==> config.mk <==
export PLATFORM = sky130hd
export DESIGN_NAME = zeroriscy_ss_arb
export DESIGN_NICKNAME = d
export VERILOG_FILES = /design/src/rtl/zeroriscy_xbar_pkg.sv /design/src/rtl/zeroriscy_id_fifo.sv /design/src/rtl/zeroriscy_ss_arb.sv
export SDC_FILE = /design/constraint.sdc
export NUM_CORES = 1
export LEC_CHECK = 0
export CAP_MARGIN = 20
export CORE_AREA = 2 2 121 123
export CTS_BUF_LIST = sky130_fd_sc_hd__clkbuf_2 sky130_fd_sc_hd__clkbuf_4 sky130_fd_sc_hd__clkbuf_8
export CTS_CLUSTER_DIAMETER = 60
export DETAILED_ROUTE_END_ITERATION = 6
export DIE_AREA = 0 0 123 125
export GPL_TIMING_DRIVEN = 1
export PLACE_DENSITY_LB_ADDON = 0.2
export SETUP_SLACK_MARGIN = 0.1
export SLEW_MARGIN = 20
export SYNTH_ARGS = -nofsm -noshare
export SYNTH_HDL_FRONTEND = slang
export SYNTH_SLANG_ARGS = --single-unit
==> constraint.sdc <==
create_clock -name clk -period 1.6 [get_ports clk]
set_input_delay 0.32 -clock clk [delete_from_list [all_inputs] [get_ports clk]]
set_output_delay 0.32 -clock clk [all_outputs]
set_load 0.01 [all_outputs]
==> src/rtl/zeroriscy_xbar_pkg.sv <==
// Shared types and constants for the zeroriscy system-port crossbar.
//   arb_state_e  : arbiter state (IDLE selects freely, LOCKED holds a
//                  master until its pending request is granted)
//   mid_t        : master identifier (0 = core data port, 1 = DMA)
//   OT_DEPTH_DEF : default number of granted-but-not-returned transfers
package zeroriscy_xbar_pkg;

  typedef enum logic {
    IDLE   = 1'b0,
    LOCKED = 1'b1
  } arb_state_e;

  typedef logic mid_t;

  localparam int OT_DEPTH_DEF = 2;

endpackage

==> src/rtl/zeroriscy_id_fifo.sv <==
// Owner FIFO: remembers which master owns each outstanding transfer so
// responses can be routed back in order.
//   clk, reset : clock, asynchronous active-high reset
//   i_push     : write i_din (accepted when not full, or when popping)
//   i_pop      : drop head entry (ignored when empty)
//   i_din      : id to store
//   o_head     : id at the head of the queue
//   o_full     : count == DEPTH
//   o_empty    : count == 0
module zeroriscy_id_fifo #(
  parameter int DEPTH = 2,
  parameter int WIDTH = 1
) (
  input  logic             clk,
  input  logic             reset,
  input  logic             i_push,
  input  logic             i_pop,
  input  logic [WIDTH-1:0] i_din,
  output logic [WIDTH-1:0] o_head,
  output logic             o_full,
  output logic             o_empty
);

  localparam int PW = (DEPTH > 1) ? $clog2(DEPTH) : 1;
  localparam int CW = $clog2(DEPTH + 1);

  logic [WIDTH-1:0] r_mem [DEPTH];
  logic [PW-1:0]    r_wptr, r_rptr;
  logic [CW-1:0]    r_cnt;
  logic             w_push, w_pop;

  assign w_pop   = i_pop & ~o_empty;
  // A pop in the same cycle frees the slot the push needs.
  assign w_push  = i_push & (~o_full | w_pop);
  assign o_full  = (r_cnt == CW'(DEPTH));
  assign o_empty = (r_cnt == '0);
  assign o_head  = r_mem[r_rptr];

  // Pointers wrap at DEPTH, which need not be a power of two.
  function automatic logic [PW-1:0] ptr_inc(input logic [PW-1:0] p);
    return (p == PW'(DEPTH - 1)) ? '0 : p + PW'(1);
  endfunction

  always_ff @(posedge clk or posedge reset) begin
    if (reset) begin
      r_wptr <= '0;
      r_rptr <= '0;
      r_cnt  <= '0;
    end else begin
      if (w_push) r_wptr <= ptr_inc(r_wptr);
      if (w_pop)  r_rptr <= ptr_inc(r_rptr);
      case ({w_push, w_pop})
        2'b10:   r_cnt <= r_cnt + CW'(1);
        2'b01:   r_cnt <= r_cnt - CW'(1);
        default: r_cnt <= r_cnt;
      endcase
    end
  end

  always_ff @(posedge clk) begin
    if (w_push) r_mem[r_wptr] <= i_din;
  end

endmodule

==> src/rtl/zeroriscy_ss_arb.sv <==
// Two-master arbiter in front of a single req/gnt/rvalid system port.
//   clk, reset            : clock, asynchronous active-high reset
//   m0_* / m1_*           : master request side (req, we, be, addr, wdata)
//                           and response side (gnt, rvalid, rdata)
//   s_*                   : system port request (req, we, be, addr, wdata)
//                           and response (gnt, rvalid, rdata)
//   proto_err             : sticky, set by s_rvalid with nothing outstanding
// Ties are broken round-robin; a request that is offered but not granted
// locks the selection so the system port sees a stable request.
module zeroriscy_ss_arb
  import zeroriscy_xbar_pkg::*;
#(
  parameter int OT_DEPTH = OT_DEPTH_DEF
) (
  input  logic        clk,
  input  logic        reset,
  input  logic        m0_req,
  input  logic        m0_we,
  input  logic [3:0]  m0_be,
  input  logic [31:0] m0_addr,
  input  logic [31:0] m0_wdata,
  output logic        m0_gnt,
  output logic        m0_rvalid,
  output logic [31:0] m0_rdata,
  input  logic        m1_req,
  input  logic        m1_we,
  input  logic [3:0]  m1_be,
  input  logic [31:0] m1_addr,
  input  logic [31:0] m1_wdata,
  output logic        m1_gnt,
  output logic        m1_rvalid,
  output logic [31:0] m1_rdata,
  output logic        s_req,
  output logic        s_we,
  output logic [3:0]  s_be,
  output logic [31:0] s_addr,
  output logic [31:0] s_wdata,
  input  logic        s_gnt,
  input  logic        s_rvalid,
  input  logic [31:0] s_rdata,
  output logic        proto_err
);

  arb_state_e r_state, w_state_nxt;
  mid_t       r_last_id, r_lock_id, w_sel_id, w_head;
  logic       w_sel_vld, w_sel_req, w_room, w_push, w_pop;
  logic       w_fifo_full, w_fifo_empty, r_proto_err;

  assign w_pop  = s_rvalid & ~w_fifo_empty;
  // A response retiring this cycle makes room for a new grant this cycle.
  assign w_room = ~w_fifo_full | w_pop;
  assign w_push = s_req & s_gnt;

  always_comb begin
    w_state_nxt = r_state;
    w_sel_vld   = 1'b0;
    w_sel_id    = 1'b0;
    s_we        = 1'b0;
    s_be        = '0;
    s_addr      = '0;
    s_wdata     = '0;
    case (r_state)
      IDLE: begin
        if (m0_req && m1_req) begin
          w_sel_vld = 1'b1;
          w_sel_id  = ~r_last_id;
        end else if (m0_req || m1_req) begin
          w_sel_vld = 1'b1;
          w_sel_id  = m1_req;
        end
      end
      LOCKED: begin
        w_sel_vld = 1'b1;
        w_sel_id  = r_lock_id;
      end
    endcase
    // Keep the system port quiet while reset is held, whatever the masters do.
    if (reset) w_sel_vld = 1'b0;

    w_sel_req = w_sel_vld & (w_sel_id ? m1_req : m0_req);
    s_req     = w_sel_req & w_room;
    m0_gnt    = s_req & s_gnt & ~w_sel_id;
    m1_gnt    = s_req & s_gnt &  w_sel_id;

    if (w_sel_vld) begin
      s_we    = w_sel_id ? m1_we    : m0_we;
      s_be    = w_sel_id ? m1_be    : m0_be;
      s_addr  = w_sel_id ? m1_addr  : m0_addr;
      s_wdata = w_sel_id ? m1_wdata : m0_wdata;
    end

    case (r_state)
      IDLE:   if (s_req && !s_gnt) w_state_nxt = LOCKED;
      // A locked master withdrawing its request is its own protocol
      // violation; release the lock rather than hang on it.
      LOCKED: if (!w_sel_req || (s_req && s_gnt)) w_state_nxt = IDLE;
    endcase
  end

  always_ff @(posedge clk or posedge reset) begin
    if (reset) r_state <= IDLE;
    else       r_state <= w_state_nxt;
  end

  always_ff @(posedge clk or posedge reset) begin
    if (reset) begin
      r_last_id   <= 1'b1;
      r_lock_id   <= 1'b0;
      r_proto_err <= 1'b0;
    end else begin
      if (r_state == IDLE && w_state_nxt == LOCKED) r_lock_id <= w_sel_id;
      if (w_push) r_last_id <= w_sel_id;
      if (s_rvalid && w_fifo_empty) r_proto_err <= 1'b1;
    end
  end

  zeroriscy_id_fifo #(
    .DEPTH (OT_DEPTH),
    .WIDTH (1)
  ) u_owner_fifo (
    .clk     (clk),
    .reset   (reset),
    .i_push  (w_push),
    .i_pop   (w_pop),
    .i_din   (w_sel_id),
    .o_head  (w_head),
    .o_full  (w_fifo_full),
    .o_empty (w_fifo_empty)
  );

  assign m0_rvalid = w_pop & ~w_head;
  assign m1_rvalid = w_pop &  w_head;
  assign m0_rdata  = s_rdata;
  assign m1_rdata  = s_rdata;
  assign proto_err = r_proto_err;

endmodule
# After elaboration in Yosys (flattened, before gate mapping)
# Memories as Yosys holds them, arrays and structs flattened.
# Index checks and enable logic that the tools add are counted.
# word_totals
latch_bits,0
mem_bits_ro,0
output_inout_bits,139
regBits,8
elab_cells,68
mem_count,1
ram_bits,2
# classes
add_sub_neg,4
n_eq_ne,3
n_bitwise,18
mux,24
mul,0
order_cmp,0
reduce_logical,11
n_div,0
shift,0
# mem_list
name,words,word_bits,read_ports,rd_ports_with_merged_regs,wr,line,text
u_owner_fifo.r_mem,2,1,1,0,1,zeroriscy_id_fifo.sv:27,logic [WIDTH-1:0] r_mem [DEPTH];
# ops
operator,n
2-to-1 mux 32 bit,4
2-to-1 mux 1 bit,14
AND 1 bit,10
2-to-1 mux 4 bit,2
NOT 1 bit,6
one-hot mux 1 bit (2 select lines),3
logical AND 1 bit,5
== test 2 bit (second input constant),2
one-hot mux 2 bit (2 select lines),1
adder 1 bit (second input constant),2
adder 2 x 1 -> 2 bit (second input constant),1
== test 2 x 1 -> 1 bit (second input constant),1
logical NOT 1 bit,2
logical NOT 2 bit,1
logical OR 1 bit,2
bitwise OR 1 bit,2
nonzero test 2 bit,1
subtractor 2 x 1 -> 2 bit (second input constant),1

# Longest topological paths before layout
# logic_depth
ltp_word,12
ltp_mapped,7

# Cells and area by module
# Synthesis repeated with hierarchy kept, for this count alone.
# unflattened
hier_cells,353
area_unflattened_um2,2062.0
# by_module_without_submodules
module,area_each_um2,cells_each,n_inst
zeroriscy_ss_arb,1764.2,325,1
zeroriscy_id_fifo,297.8,28,1

# Least setup slack after synthesis
# Ideal clock, no wire load.
# synth_path
path_type,input-to-output
start,in reset
end,out s_addr[10]
setup_slack_ns,-0.215
path_stages,5
arrival_ns,1.495
cell_sequence,inv_1 > clkbuf_1 > clkbuf_1 > nand3_1 > mux2i_1
# synth_between
elab_chain_len,2
# synth_rtl
item,line,text
from (decl),zeroriscy_ss_arb.sv:16,"input logic reset,"
2-to-1 mux 1 bit,zeroriscy_ss_arb.sv:78,if (reset) w_sel_vld = 1'b0;
2-to-1 mux 32 bit,zeroriscy_ss_arb.sv:85,if (w_sel_vld) begin
to (decl),zeroriscy_ss_arb.sv:36,"output logic [31:0] s_addr,"
# Every way passes these cells.

# Final worst setup path
# layout_path
start,reg r_last_id
end,out s_addr[13]
# layout_between
elab_chain_len,5
# layout_rtl
item,line,text
from (decl),zeroriscy_ss_arb.sv:45,"mid_t r_last_id, r_lock_id, w_sel_id, w_head;"
from (signal assigned),zeroriscy_ss_arb.sv:112,if (w_push) r_last_id <= w_sel_id;
NOT 1 bit,zeroriscy_ss_arb.sv:66,w_sel_id = ~r_last_id;
2-to-1 mux 1 bit,zeroriscy_ss_arb.sv:64,if (m0_req && m1_req) begin
one-hot mux 1 bit (2 select lines),zeroriscy_ss_arb.sv:62,case (r_state)
2-to-1 mux 32 bit,zeroriscy_ss_arb.sv:88,s_addr = w_sel_id ? m1_addr : m0_addr;
2-to-1 mux 32 bit,zeroriscy_ss_arb.sv:85,
# Every way passes these cells.

==> impl_metrics.yaml <==
synth:
  syn_avg_cell_area_um2: 7.13
  synth_edf_count: 2
  synth_top_area_frac: 0.281
  ys_warn_count: 0
  syn_inst: 359
  synthDistinctLibCells: 30
  synth_top_area_cell: "mux2i_1"
  syn_area_mm2: 0.00256
  synth_flop_cell: "dfrtp_1"
  ys_seq_elements: 10
  seq_area_frac_synth: 0.102
  postSynth.asyncResetShare: 0.800
  synth_fp_nets: 536
  synthTopCellsByArea: "mux2i_1 (28%), nand3_1 (27%), buf_4 (19%)"
pwr:
  p_per_area_mw_per_mm2: 854
  leakage_nw: 2.35
  total_power_mw: 4.81
  peakVddDrop_uv: 628
drt:
  vias: 3295
  drc: 0
  wl_per_cell_um: 17.1
  top_layer: "met4"
  routed_wl_um: 12600
  met1_length_um: 4770
  first_iter_violations: 81
  ant_nets: 0
  wl_met2_um: 6520
  post_drt_via_cell_ratio: 4.49
  first_pass_iters: 4
  met3_length_um: 1060
global_route:
  grt_pass1_vias: 3456
  grt_max_degree: 49
  grt_util_all_layers: 0.154
  grt_antenna_before_repair: 0
  globalRouteOverflowTotal: 0
  grt_pass1_wl_um: 18800
sta:
  worst_slew_pin_slew_ps: 304
  maxSlewViolCount: 0
  fin_setup_tns_ps: -39740
  rsz0062_at_grt: "yes"
  hold-worst-slack_ps: 382
  fin_ws_ps: -642
  finalCriticalPeriod_ps: 2240
  slew_headroom: 0.797
  setup_violations: 80
  post-route-period-util: 1.40
  finClkSkew_ps: 8.61
  finalHoldViolations: 0
  max_freq_mhz: 446
worst_setup_path:
  crit_path_start: "r_last_id$_DFFE_PP1P_"
  cp-start-kind: "flip-flop"
  critPathCaptureType: "output port"
  cp_max_fo: 5
  r2r-start: "u_owner_fifo.r_cnt[1]$_DFFE_PP0P_"
  cp.required_ps: 1280
  path_class: "reg -> out"
  crit_arrival_ps: 1920
floorplanning:
  die_x_um: 123
  num_rows: 44
  dieArea_mm2: 0.0154
  start_util: 0.180
  pin_count: 315
  coreArea_mm2: 0.0142
  die_h_um: 125
finish:
  multi_input_area_mm2: 0.00218
  postLayoutCellArea_mm2: 0.00563
  stdcell_count: 734
  utilization: 0.396
  layout.nets: 728
  antenna_cells: 0
  n_fill_cell: 1466
  syn_to_final_growth_pct: 120
  layout.area.seq_um2: 263
  layout-drive-gt1-share: 0.465
outcome:
  status: "finished, violations left"
  violations: "negative setup slack"
worst_hold_path:
  hp-class: "in -> async"
placed_design:
  hpwlAfterDp_um: 9560
  dp.cells: 699
  place_area_mm2: 0.00522
  dp_worst_setup_slack_ps: -1100
  portBuffers: 218
  gp_congestion: 0.807
cts:
  clock_sinks: 10
  h-tree-depth: 1
  cts_max_path_buffers: 2
  ctsHoldBuffers: 0
  cts_root_buf: "clkbuf_8"
  cts_tree: "done"
  clock_latency_ps: 240
  path_clk_slew_ps: 50
  cts_buffers: 3
flow_run:
  drv_cap: 0
-- registers in the layout (all words and copies together) (netlist names) --
name                 count
u_owner_fifo.r_cnt       2
r_last_id                1
r_state                  1
u_owner_fifo.r_mem       2
u_owner_fifo.r_wptr      1
r_lock_id                1
u_owner_fifo.r_rptr      1
proto_err                1
-- layout make-up --
cell class / count / area share
Timing Repair Buffer: 290 / 0.513
Multi-Input combinational cell: 241 / 0.387
Sequential cell: 10 / 0.0467
Tap cell: 184 / 0.0409
Clock buffer: 4 / 0.00867
Inverter: 5 / 0.00423
-- placed cells by master (no fill, tap or decap), drive strengths merged --
master,instances
nand2,2
mux2,2
inv,5
buf,145
nand3,138
a21boi,1
ha,1
a21o,1
dlygate4sd2,4
and3,1
o21bai,1
clkdlybuf4s15,1
clkdlybuf4s50,139
o2111a,1
or3b,1
a2111o,1
nor4,1
nor3b,1
o21ai,1
clkbuf,4
xor2,1
nor2,9
nor2b,1
dfstp,1
xnor2,4
dfrtp,7
or3,1
bufbuf,1
mux2i,72
edfxtp,2
-- power by group --
group,total (mW),internal [mW],switching [mW]
Combinational,4.05,2.49,1.56
Sequential,0.473,0.367,0.106
Clock,0.287,0.191,0.0958
Total,4.81,3.05,1.76
-- cell usage after synthesis, types with 2 or more instances --
library cell	number
nand3_1	138
mux2i_1	72
buf_4	65
clkbuf_1	19
buf_2	13
nor2_1	9
dfrtp_1	7
buf_1	5
inv_1	5
xnor2_1	4
edfxtp_1	2
nand2_1	2
-- layer usage --
| metal | vias to the layer above | GRT usage |
|---|---|---|
| met5 | - | 0 |
| met4 | 0 | 0.0274 |
| met3 | 24 | 0.0338 |
| met2 | 147 | 0.292 |
| met1 | 1530 | 0.175 |
| li1 | 1594 | - |
-- timing repair --
item | 4_1_cts | 5_1_grt
setup endpoints to repair | 84 | 84
pin swaps | 9 | 3
setup buffers | 21 | 9
gates cloned | 7 | 0
resized for setup | 361 | 21
-- worst max-delay path, stage by stage (launching register included) --
cell      delay (ps)
dfstp_2          560
a21boi_4          70
mux2i_4          170
buf_12           160
buf_4            130
buf_16           120
buf_12           120
mux2i_4          200
buf_2            150
-- logic make-up (layout without fill, tap and decap cells) --
family / after synthesis / in the layout / share of synthesized area
buffers and inverters: 108 / 299 / 0.263
flip-flops: 10 / 10 / 0.102
AO/OA/AOI/OAI: 6 / 6 / 0.0195
adder cells (fa/ha/maj): 1 / 1 / 0.00488
XOR/XNOR: 5 / 5 / 0.0171
multiplexers: 74 / 74 / 0.292
AND/OR/NAND/NOR: 155 / 155 / 0.302
-- final timing paths --
kind	end	slack, ps	cells after the start
min reg2reg	proto_err$_DFFE_PP0P_	460	1
max reg2reg	u_owner_fifo.r_cnt[1]$_DFFE_PP0P_	-290	8
min in group clk	proto_err$_DFFE_PP0P_	460	1
min	u_owner_fifo.r_rptr$_DFFE_PP0P_	380	3
max in group asynchronous	r_last_id$_DFFE_PP1P_	800	4
max	s_addr[13]	-640	8
Note: power is estimated with default switching activity, not from simulation.
